[config.mk]
export PLATFORM = sky130hd
export DESIGN_NAME = ps2_key_ctrl
export DESIGN_NICKNAME = d
export VERILOG_FILES = /design/src/rtl/ps2_key_ctrl.sv
export SDC_FILE = /design/constraint.sdc
export NUM_CORES = 1
export LEC_CHECK = 0
export BUFFER_PORTS_ARGS = -buffer_cell sky130_fd_sc_hd__clkbuf_2
export CORE_AREA = 2 2 75 56
export DETAILED_ROUTE_END_ITERATION = 12
export DIE_AREA = 0 0 77 58
export GPL_ROUTABILITY_DRIVEN = 1
export PLACE_DENSITY = 0.82
export SLEW_MARGIN = 20
export SYNTH_ARGS = -nofsm -noshare
export SYNTH_HDL_FRONTEND = slang
export SYNTH_SLANG_ARGS = --single-unit
[constraint.sdc]
create_clock -name clk -period 2.4 [get_ports clk]
set_input_delay 0.48 -clock clk [delete_from_list [all_inputs] [get_ports clk]]
set_output_delay 0.48 -clock clk [all_outputs]
set_load 0.01 [all_outputs]
[src/rtl/ps2_key_ctrl.sv]
// ps2_key_ctrl
//   Sequencer between the ps2_keyboard receive FIFO and downstream consumers
//   (seven-segment display, VGA character renderer, LEDs). Pops scan-code
//   bytes with a one-cycle active-low strobe, parses E0/F0 prefixes, tracks
//   the held key, counts distinct presses and presents one decoded event at a
//   time on a valid/ready handshake.
//
// Parameters
//   CNT_W          width of press counter (wraps)
//   FILTER_REPEAT  1: typematic repeat makes are dropped; 0: emitted with evt_rpt=1
//
// Ports
//   clk, resetn            clock, asynchronous active-low reset
//   kb_data/kb_ready       FIFO head byte / FIFO non-empty
//   kb_overflow            FIFO overflow flag (sets sticky err)
//   kb_nextdata_n          pop strobe, active low, one cycle per byte
//   evt_valid/evt_ready    event handshake
//   evt_code/ext/brk/rpt   decoded event fields
//   key_down, held_code    held-key state, held_code = {ext, code}
//   press_cnt              number of distinct presses
//   err, clr_err           sticky overflow error and its clear
module ps2_key_ctrl #(
   parameter int unsigned CNT_W         = 8,
   parameter bit          FILTER_REPEAT = 1'b1
) (
   input  logic             clk,
   input  logic             resetn,
   input  logic [7:0]       kb_data,
   input  logic             kb_ready,
   input  logic             kb_overflow,
   output logic             kb_nextdata_n,
   output logic             evt_valid,
   input  logic             evt_ready,
   output logic [7:0]       evt_code,
   output logic             evt_ext,
   output logic             evt_brk,
   output logic             evt_rpt,
   output logic             key_down,
   output logic [8:0]       held_code,
   output logic [CNT_W-1:0] press_cnt,
   output logic             err,
   input  logic             clr_err
);

   typedef enum logic {IDLE, POP} state_t;

   state_t     state_q, state_d;
   logic [7:0] byte_q;
   logic       ext_q, brk_q;

   logic       pop_go;
   logic       is_e0, is_f0;
   logic       hit;
   logic       decode;
   logic       emit;
   logic       new_press;

   // Next state and decode. A pop is only started when the event register
   // is free or being drained this edge, so a POP cycle never finds
   // evt_valid set and the new event can always be loaded.
   always_comb begin
      state_d   = state_q;
      pop_go    = 1'b0;
      is_e0     = (byte_q == 8'hE0);
      is_f0     = (byte_q == 8'hF0);
      hit       = key_down && (held_code == {ext_q, byte_q});
      decode    = 1'b0;
      emit      = 1'b0;
      new_press = 1'b0;
      case (state_q)
         IDLE: begin
            if (kb_ready && (!evt_valid || evt_ready)) begin
               pop_go  = 1'b1;
               state_d = POP;
            end
         end
         POP: begin
            state_d   = IDLE;
            decode    = !is_e0 && !is_f0;
            emit      = decode && (brk_q || !hit || !FILTER_REPEAT);
            new_press = decode && !brk_q && !hit;
         end
         default: state_d = IDLE;
      endcase
   end

   always_ff @(posedge clk or negedge resetn) begin
      if (!resetn) state_q <= IDLE;
      else         state_q <= state_d;
   end

   always_ff @(posedge clk or negedge resetn) begin
      if (!resetn) begin
         kb_nextdata_n <= 1'b1;
         byte_q        <= '0;
         ext_q         <= 1'b0;
         brk_q         <= 1'b0;
         evt_valid     <= 1'b0;
         evt_code      <= '0;
         evt_ext       <= 1'b0;
         evt_brk       <= 1'b0;
         evt_rpt       <= 1'b0;
         key_down      <= 1'b0;
         held_code     <= '0;
         press_cnt     <= '0;
         err           <= 1'b0;
      end else begin
         kb_nextdata_n <= !pop_go;
         if (pop_go) byte_q <= kb_data;

         // Overflow corrupts any partial prefix sequence.
         if (kb_overflow) begin
            ext_q <= 1'b0;
            brk_q <= 1'b0;
         end else if (state_q == POP) begin
            if (is_e0) begin
               ext_q <= 1'b1;
            end else if (is_f0) begin
               brk_q <= 1'b1;
            end else begin
               ext_q <= 1'b0;
               brk_q <= 1'b0;
            end
         end

         if (decode) begin
            if (brk_q) begin
               if (hit) key_down <= 1'b0;
            end else if (new_press) begin
               key_down  <= 1'b1;
               held_code <= {ext_q, byte_q};
               press_cnt <= press_cnt + CNT_W'(1);
            end
         end

         if (emit) begin
            evt_valid <= 1'b1;
            evt_code  <= byte_q;
            evt_ext   <= ext_q;
            evt_brk   <= brk_q;
            evt_rpt   <= !brk_q && hit;
         end else if (evt_valid && evt_ready) begin
            evt_valid <= 1'b0;
         end

         if (kb_overflow)  err <= 1'b1;
         else if (clr_err) err <= 1'b0;
      end
   end

endmodule

==> results by group, run 1 <==
Pwr
  – Pwr dens: between 1000 and 1500 mW/mm^2
  – Power consumption: ~2.5 mW
  – Total leakage power: around 1.1 nW
  – Maximum vdd ir drop: 0.617 mV

Placement
  – Placed cell areas: 0.00221 mm^2
  – RD Place Congestion: about 0.75
  – Dpl hpwl: approximately 2700 um
  – Placed Cells: between 200 and 250
  – Place WS: about 0.21 ns
  – Port Buf Inserts: 45

Timing
  – Fin worst setup slack: roughly 0.17 ns
  – Fin crit period: around 2.2 ns
  – Hold Worst Slack: between 0.15 and 0.2 ns
  – Unrepaired setup endpoints after global routing: no
  – Worst Tran Pin Value: ~0.53 ns
  – Max Fclk: ~450 MHz
  – Post-Route Setup TNS: 0 ns
  – Max Slew Vio Count: 0
  – Tcrit/Tclk final: 0.930
  – Final hold vios: 0
  – Clock skew: ~0.0067 ns
  – Setup violations, final: 0
  – Slew HR: 0.643

Setup path
  – CP peak stage delay: approximately 0.51 ns
  – Crit path max fanout: 6
  – Worst setup EP type: flop
  – Critical Path Stages: 6
  – CP Launch Type: flop
  – Worst path cell trace: xnor2_1 -> o221ai_2 -> nor4_1 -> a21o_1 -> buf_4 -> mux2_4
  – Crit Path Class: reg2reg
  – Critical path buffers and inverters: 1
  – Worst EP arrival: ~2.4 ns
  – Slowest cell on crit path: nor4_1
  – Critical Path RT: ~2.6 ns
  – Top Family by Delay on Critical Path: simple AND/OR/NAND/NOR gates
  – R2r worst-path depth: 6

Drt
  – 1st-pass router iterations: 4
  – Post-DR wirelength/cell: approximately 15 um
  – Final wirelength: around 3700 um
  – Vias post-DR: 1,267
  – Drt initial violations: 38
  – Via-per-instance ratio: 5.05
  – Drt drc: 0
  – Post-route ant nets: 0

Global routing
  – Total GRT Usage: 0.185
  – Initial antenna violation count: 0
  – First-pass GRT wire length: 6170 um
  – Global route total overflow: 0
  – Largest net degree at the start of global routing: 24
  – Vias in the first global route: around 1,200

Clock network
  – CTS resizes: 0
  – Setup bufs post-CTS: 0
  – CTS tree: built
  – Post-CTS Hold Buffers: 0
  – Reg clk slew, reported paths: roughly 0.08 ns
  – CTS root buf: clkbuf_8
  – CTS sink count: between 40 and 50
  – Clk Latency, worst-skew pair: around 0.3 ns
  – Max H-tree Level: 2
  – CTS buffer count: 5
  – Clock tree buffer depth: 2

Die
  – Area of the core: between 0.003 and 0.004 mm^2
  – Die Width: 77 um
  – Die Y: ~58 um
  – Site row count: 19
  – Initial Util: 0.502
  – Num ports: 46
  – Die area: 0.00447 mm^2

Hold path
  – Type of the worst min-delay path: in2async

Logic synthesis
  – Seq cells post-synth: 43
  – Synth unique cells: 32
  – Mapped Cells: 141
  – Syn avg cell area: roughly 13 um^2
  – Mapped Nets: around 160
  – Main synth FF type: dfrtp_1
  – Asr flop ratio synth: 1.00
  – Mapped Area: between 0.0015 and 0.002 mm^2
  – Sequential area share after synthesis: 0.572
  – Post-synth EDFFs: 0
  – Synth warn: 0

Cells and area
  – Final #Nets: approximately 210
  – Final Cell Area: between 0.002 and 0.0025 mm^2
  – Share of layout cells above drive strength 1: 0.437
  – Commonest cells after routing, fill and taps aside: 45 x clkbuf_2, 42 x dfrtp_1, 12 x mux2_4
  – Most common cell after layout, fill and taps aside: clkbuf_2
  – Antenna Cells: 0
  – Area Overhead vs Synth: 22.9%
  – Post-Layout Cell Count: approximately 250
  – Utilization after layout: 0.617

Flow run
  – Max Cap Viol: 0

Outcome
  – Status: completed
## state kept, by name, summed over array words and instances, names as in the netlist, 8 cells and up
name / count
byte_q: 8
evt_code: 8
held_code: 9
press_cnt: 8
## cells in the mapped netlist (2+ instances only)
master,number,share of area
dfrtp_1,42,0.56
nand4_1,2,0.0066
xor2_1,7,0.033
a32o_1,3,0.016
mux2_4,12,0.096
inv_1,9,0.018
and2_1,2,0.0066
o221ai_2,2,0.016
nand3_1,3,0.0080
mux2i_1,2,0.011
clkbuf_1,2,0.0040
nor3_1,7,0.019
a21o_1,2,0.0080
mux2_2,8,0.048
buf_6,2,0.012
xnor2_1,7,0.033
nand2_1,7,0.014
nor3b_1,2,0.0080
o21ai_0,4,0.011
nand2b_1,2,0.0066
a21oi_1,3,0.0080
## metal layers
metal | global-route usage | wire length (um) | up-vias
met4 | 0.0536 | 46 | 0
met3 | 0.0654 | 226 | 6
met5 | 0 | 0 | -
met1 | 0.261 | 1830 | 614
met2 | 0.276 | 1610 | 41
li1 | - | - | 606
## layout make-up
type / count / area (um^2)
repair buffers: 54 / 293
inverters: 9 / 33.8
clock buffers: 7 / 96.3
well taps: 52 / 65.1
clock inverters: 1 / 7.51
fillers: 322 / 1440
multi-input cells: 85 / 743
flip-flops and latches: 43 / 1080
## cell families after synthesis
group / share of synthesized area
muxes: 0.154
xor gates and xnor gates: 0.0651
buffers and inverters: 0.0339
DFF: 0.572
and+or+nand+nor: 0.0996
adders and majority gates: 0.00664
AOI/OAI and AO/OA: 0.0691
## power by group
| part | internal [mW] | switching, mW |
|---|---|---|
| Clock | 0.262 | 0.242 |
| Sequential | 0.942 | 0.226 |
| Combinational | 0.469 | 0.403 |
| Total | 1.67 | 0.871 |
## final timing paths
path	from	to	slack (ns)
setup / recovery	byte_q[0]	evt_code[5]	0.17
hold / removal	resetn	evt_ext	0.16
setup reg to reg	byte_q[0]	evt_code[5]	0.17
hold reg to reg	press_cnt[7]	press_cnt[7]	0.47
max in group asynchronous	resetn	kb_nextdata_n	1.98
min in group clk	kb_overflow	ext_q	0.38
(Power assumes the default switching activity.)
==> run 2: changes to the inputs <==
- CAP_MARGIN: not set -> 5
- PLACE_DENSITY: 0.82 -> 0.75
- RECOVER_POWER: not set -> 100
==> results by group, run 2 (synthesis gave the netlist of run 1 again) <==
Outcome
  – Status: completed

Timing
  – Final hold vios: 0 (unchanged)
  – Fin crit period: 2.15 ns (-0.0815 ns)
  – Setup violations, final: 0 (unchanged)
  – Clock skew: 0.00423 ns (-0.00248 ns)
  – Worst Tran Pin Value: 1.03 ns (+0.505 ns)
  – Unrepaired setup endpoints after global routing: no
  – Slew HR: 0.311 (-0.332)
  – Max Slew Vio Count: 0 (unchanged)
  – Post-Route Setup TNS: 0 ns (unchanged)
  – Max Fclk: 465 MHz (+3.8%)
  – Tcrit/Tclk final: 0.896 (-0.0340)

Cells and area
  – Share of layout cells above drive strength 1: 0.187 (-0.250)
  – Area Overhead vs Synth: 16.2%
  – Most common cell after layout, fill and taps aside: dfrtp_1
  – Most flops, register: held_code
  – Max FFs per register: 9 (unchanged)
  – Commonest cells after routing, fill and taps aside: 42 x dfrtp_1, 38 x clkbuf_1, 14 x clkbuf_2
  – Antenna Cells: 0 (unchanged)
  – Final #Nets: 212 (-0.47%)

Clock network
  – Post-CTS Hold Buffers: 0 (unchanged)
  – CTS buffer count: 5 (unchanged)
  – CTS root buf: clkbuf_8
  – Clock tree buffer depth: 2 (unchanged)
  – CTS resizes: 0 (unchanged)
  – Setup bufs post-CTS: 0 (unchanged)
  – Reg clk slew, reported paths: 0.08 ns (about the same)
  – CTS tree: built
  – CTS sink count: 43 (unchanged)
  – Clk Latency, worst-skew pair: 0.29 ns (about the same)
  – Max H-tree Level: 2 (unchanged)

Global routing
  – Global route total overflow: 0 (unchanged)
  – Vias in the first global route: 1,258 (+0.96%)
  – Total GRT Usage: 0.180 (-0.00482)
  – First-pass GRT wire length: 6100 um (-1.1%)
  – Largest net degree at the start of global routing: 44 (+83%)
  – Initial antenna violation count: 0 (unchanged)

Drt
  – Drt initial violations: 76 (+100%)
  – Via-per-instance ratio: 5.08 (+0.72%)
  – Post-route ant nets: 0 (unchanged)
  – Post-DR wirelength/cell: 14.7 um (-0.46%)
  – Drt drc: 0 (unchanged)
  – Vias post-DR: 1,271 (+0.32%)
  – 1st-pass router iterations: 4 (unchanged)
  – Final wirelength: 3690 um (-0.86%)

Setup path
  – Crit path max fanout: 8 (+2)
  – Crit Path Class: reg2reg
  – Worst EP arrival: 2.32 ns (-0.10 ns)
  – CP Launch Type: flop
  – Critical Path RT: 2.57 ns (-0.02 ns)
  – Crit Reg-Reg Endpoint: held_code[7]
  – Worst reg2reg setup slack: 0.25 ns (+0.08 ns)
  – R2r worst-path depth: 6 (unchanged)
  – Worst setup EP type: flop
  – Reg2reg start: byte_q[3]

Die
  – Die Y: 58 um (unchanged)
  – Die area: 0.00447 mm^2 (unchanged)
  – Initial Util: 0.502 (unchanged)
  – Area of the core: 0.00376 mm^2 (unchanged)
  – Num ports: 46 (unchanged)
  – Site row count: 19 (unchanged)
  – Die Width: 77 um (unchanged)

Pwr
  – Total leakage power: 0.983 nW (-14%)
  – Cell internal pwr: 1.55 mW (-7.2%)
  – Maximum vdd ir drop: 0.502 mV (-19%)
  – Sw frac: 0.347 (+0.00475)
  – Sequential Power Share: 0.489 (+0.030)
  – Switching Power: 0.826 mW (-5.2%)
  – Combinational Power Share: 0.303 (-0.040)
  – Pwr dens: 1090 mW/mm^2 (-1.1%)
  – Power consumption: 2.38 mW (-6.5%)
  – Clock share of power: 0.208 (+0.010)

Flow run
  – Max Cap Viol: 0 (unchanged)

Placement
  – Dpl hpwl: 2720 um (-0.59%)
  – RD Place Congestion: 0.833 (+11%)
  – Port Buf Inserts: 45 (unchanged)

Hold path
  – Hold Path Stages: 2
  – Hold endpoint: brk_q
  – Type of the worst min-delay path: in2reg
  – Min-delay src: kb_overflow
[run 2: cell type report]
type,instances,area (um^2)
fillers,367,1570
flip-flops and latches,43,1080
multi-input cells,85,689
repair buffers,53,224
clock buffers,8,100
well taps,52,65.1
inverters,9,33.8
[run 2: power groups by stage]
stage	clock (mW)	sequential (mW)	combinational, mW
global route	0.534	1.20	0.793
CTS	0.507	1.17	0.875
detailed placement	0	1.18	0.871
finish	0.494	1.16	0.722
global placement	0	1.17	0.859
floorplan	0	1.22	0.503
[run 2: routing by layer]
| layer | share of wire | track usage | vias to the layer above | wire (um) |
|---|---|---|---|---|
| met5 | 0 | 0 | - | 0 |
| met4 | 0.023 | 0.0995 | 0 | 83 |
| met3 | 0.065 | 0.0452 | 6 | 239 |
| met2 | 0.42 | 0.253 | 44 | 1560 |
| met1 | 0.49 | 0.258 | 615 | 1800 |
| li1 | - | - | 606 | - |
[run 2: worst max-delay path by stage]
| stage | to | cells past startpoint | start |
|---|---|---|---|
| after CTS | held_code[7] | 6 | byte_q[3] |
| after global routing | evt_code[7] | 6 | byte_q[0] |
| after detailed placement | held_code[7] | 6 | byte_q[3] |
| after floorplan | evt_code[3] | 6 | held_code[7] |
| after global placement | held_code[3] | 6 | byte_q[3] |
| final | held_code[7] | 6 | byte_q[3] |
[run 2: worst max-delay path: stages (launching register included)]
cell and delay (ns):
dfrtp_1 0.43, nand4b_1 0.25, o41a_1 0.41, nand2_1 0.26, nor2_1 0.10, clkbuf_1 0.23, mux2_1 0.37
[run 2: stage by stage]
| stage | hold WS [ns] | setup slack [ns] | instance area, um^2 | utilization | cells |
|---|---|---|---|---|---|
| after detailed placement | 0.464 | 0.393 | 2200 | 0.587 | 242 |
| final | 0.382 | 0.250 | 2190 | 0.583 | 250 |
| after CTS | 0.268 | 0.381 | 2300 | 0.614 | 250 |
| after global routing | 0.392 | 0.134 | 2190 | 0.583 | 250 |
| after floorplan | 0.184 | 0.522 | 1880 | - | 141 |
| after global placement | 0.457 | 0.409 | 2200 | 0.587 | 242 |
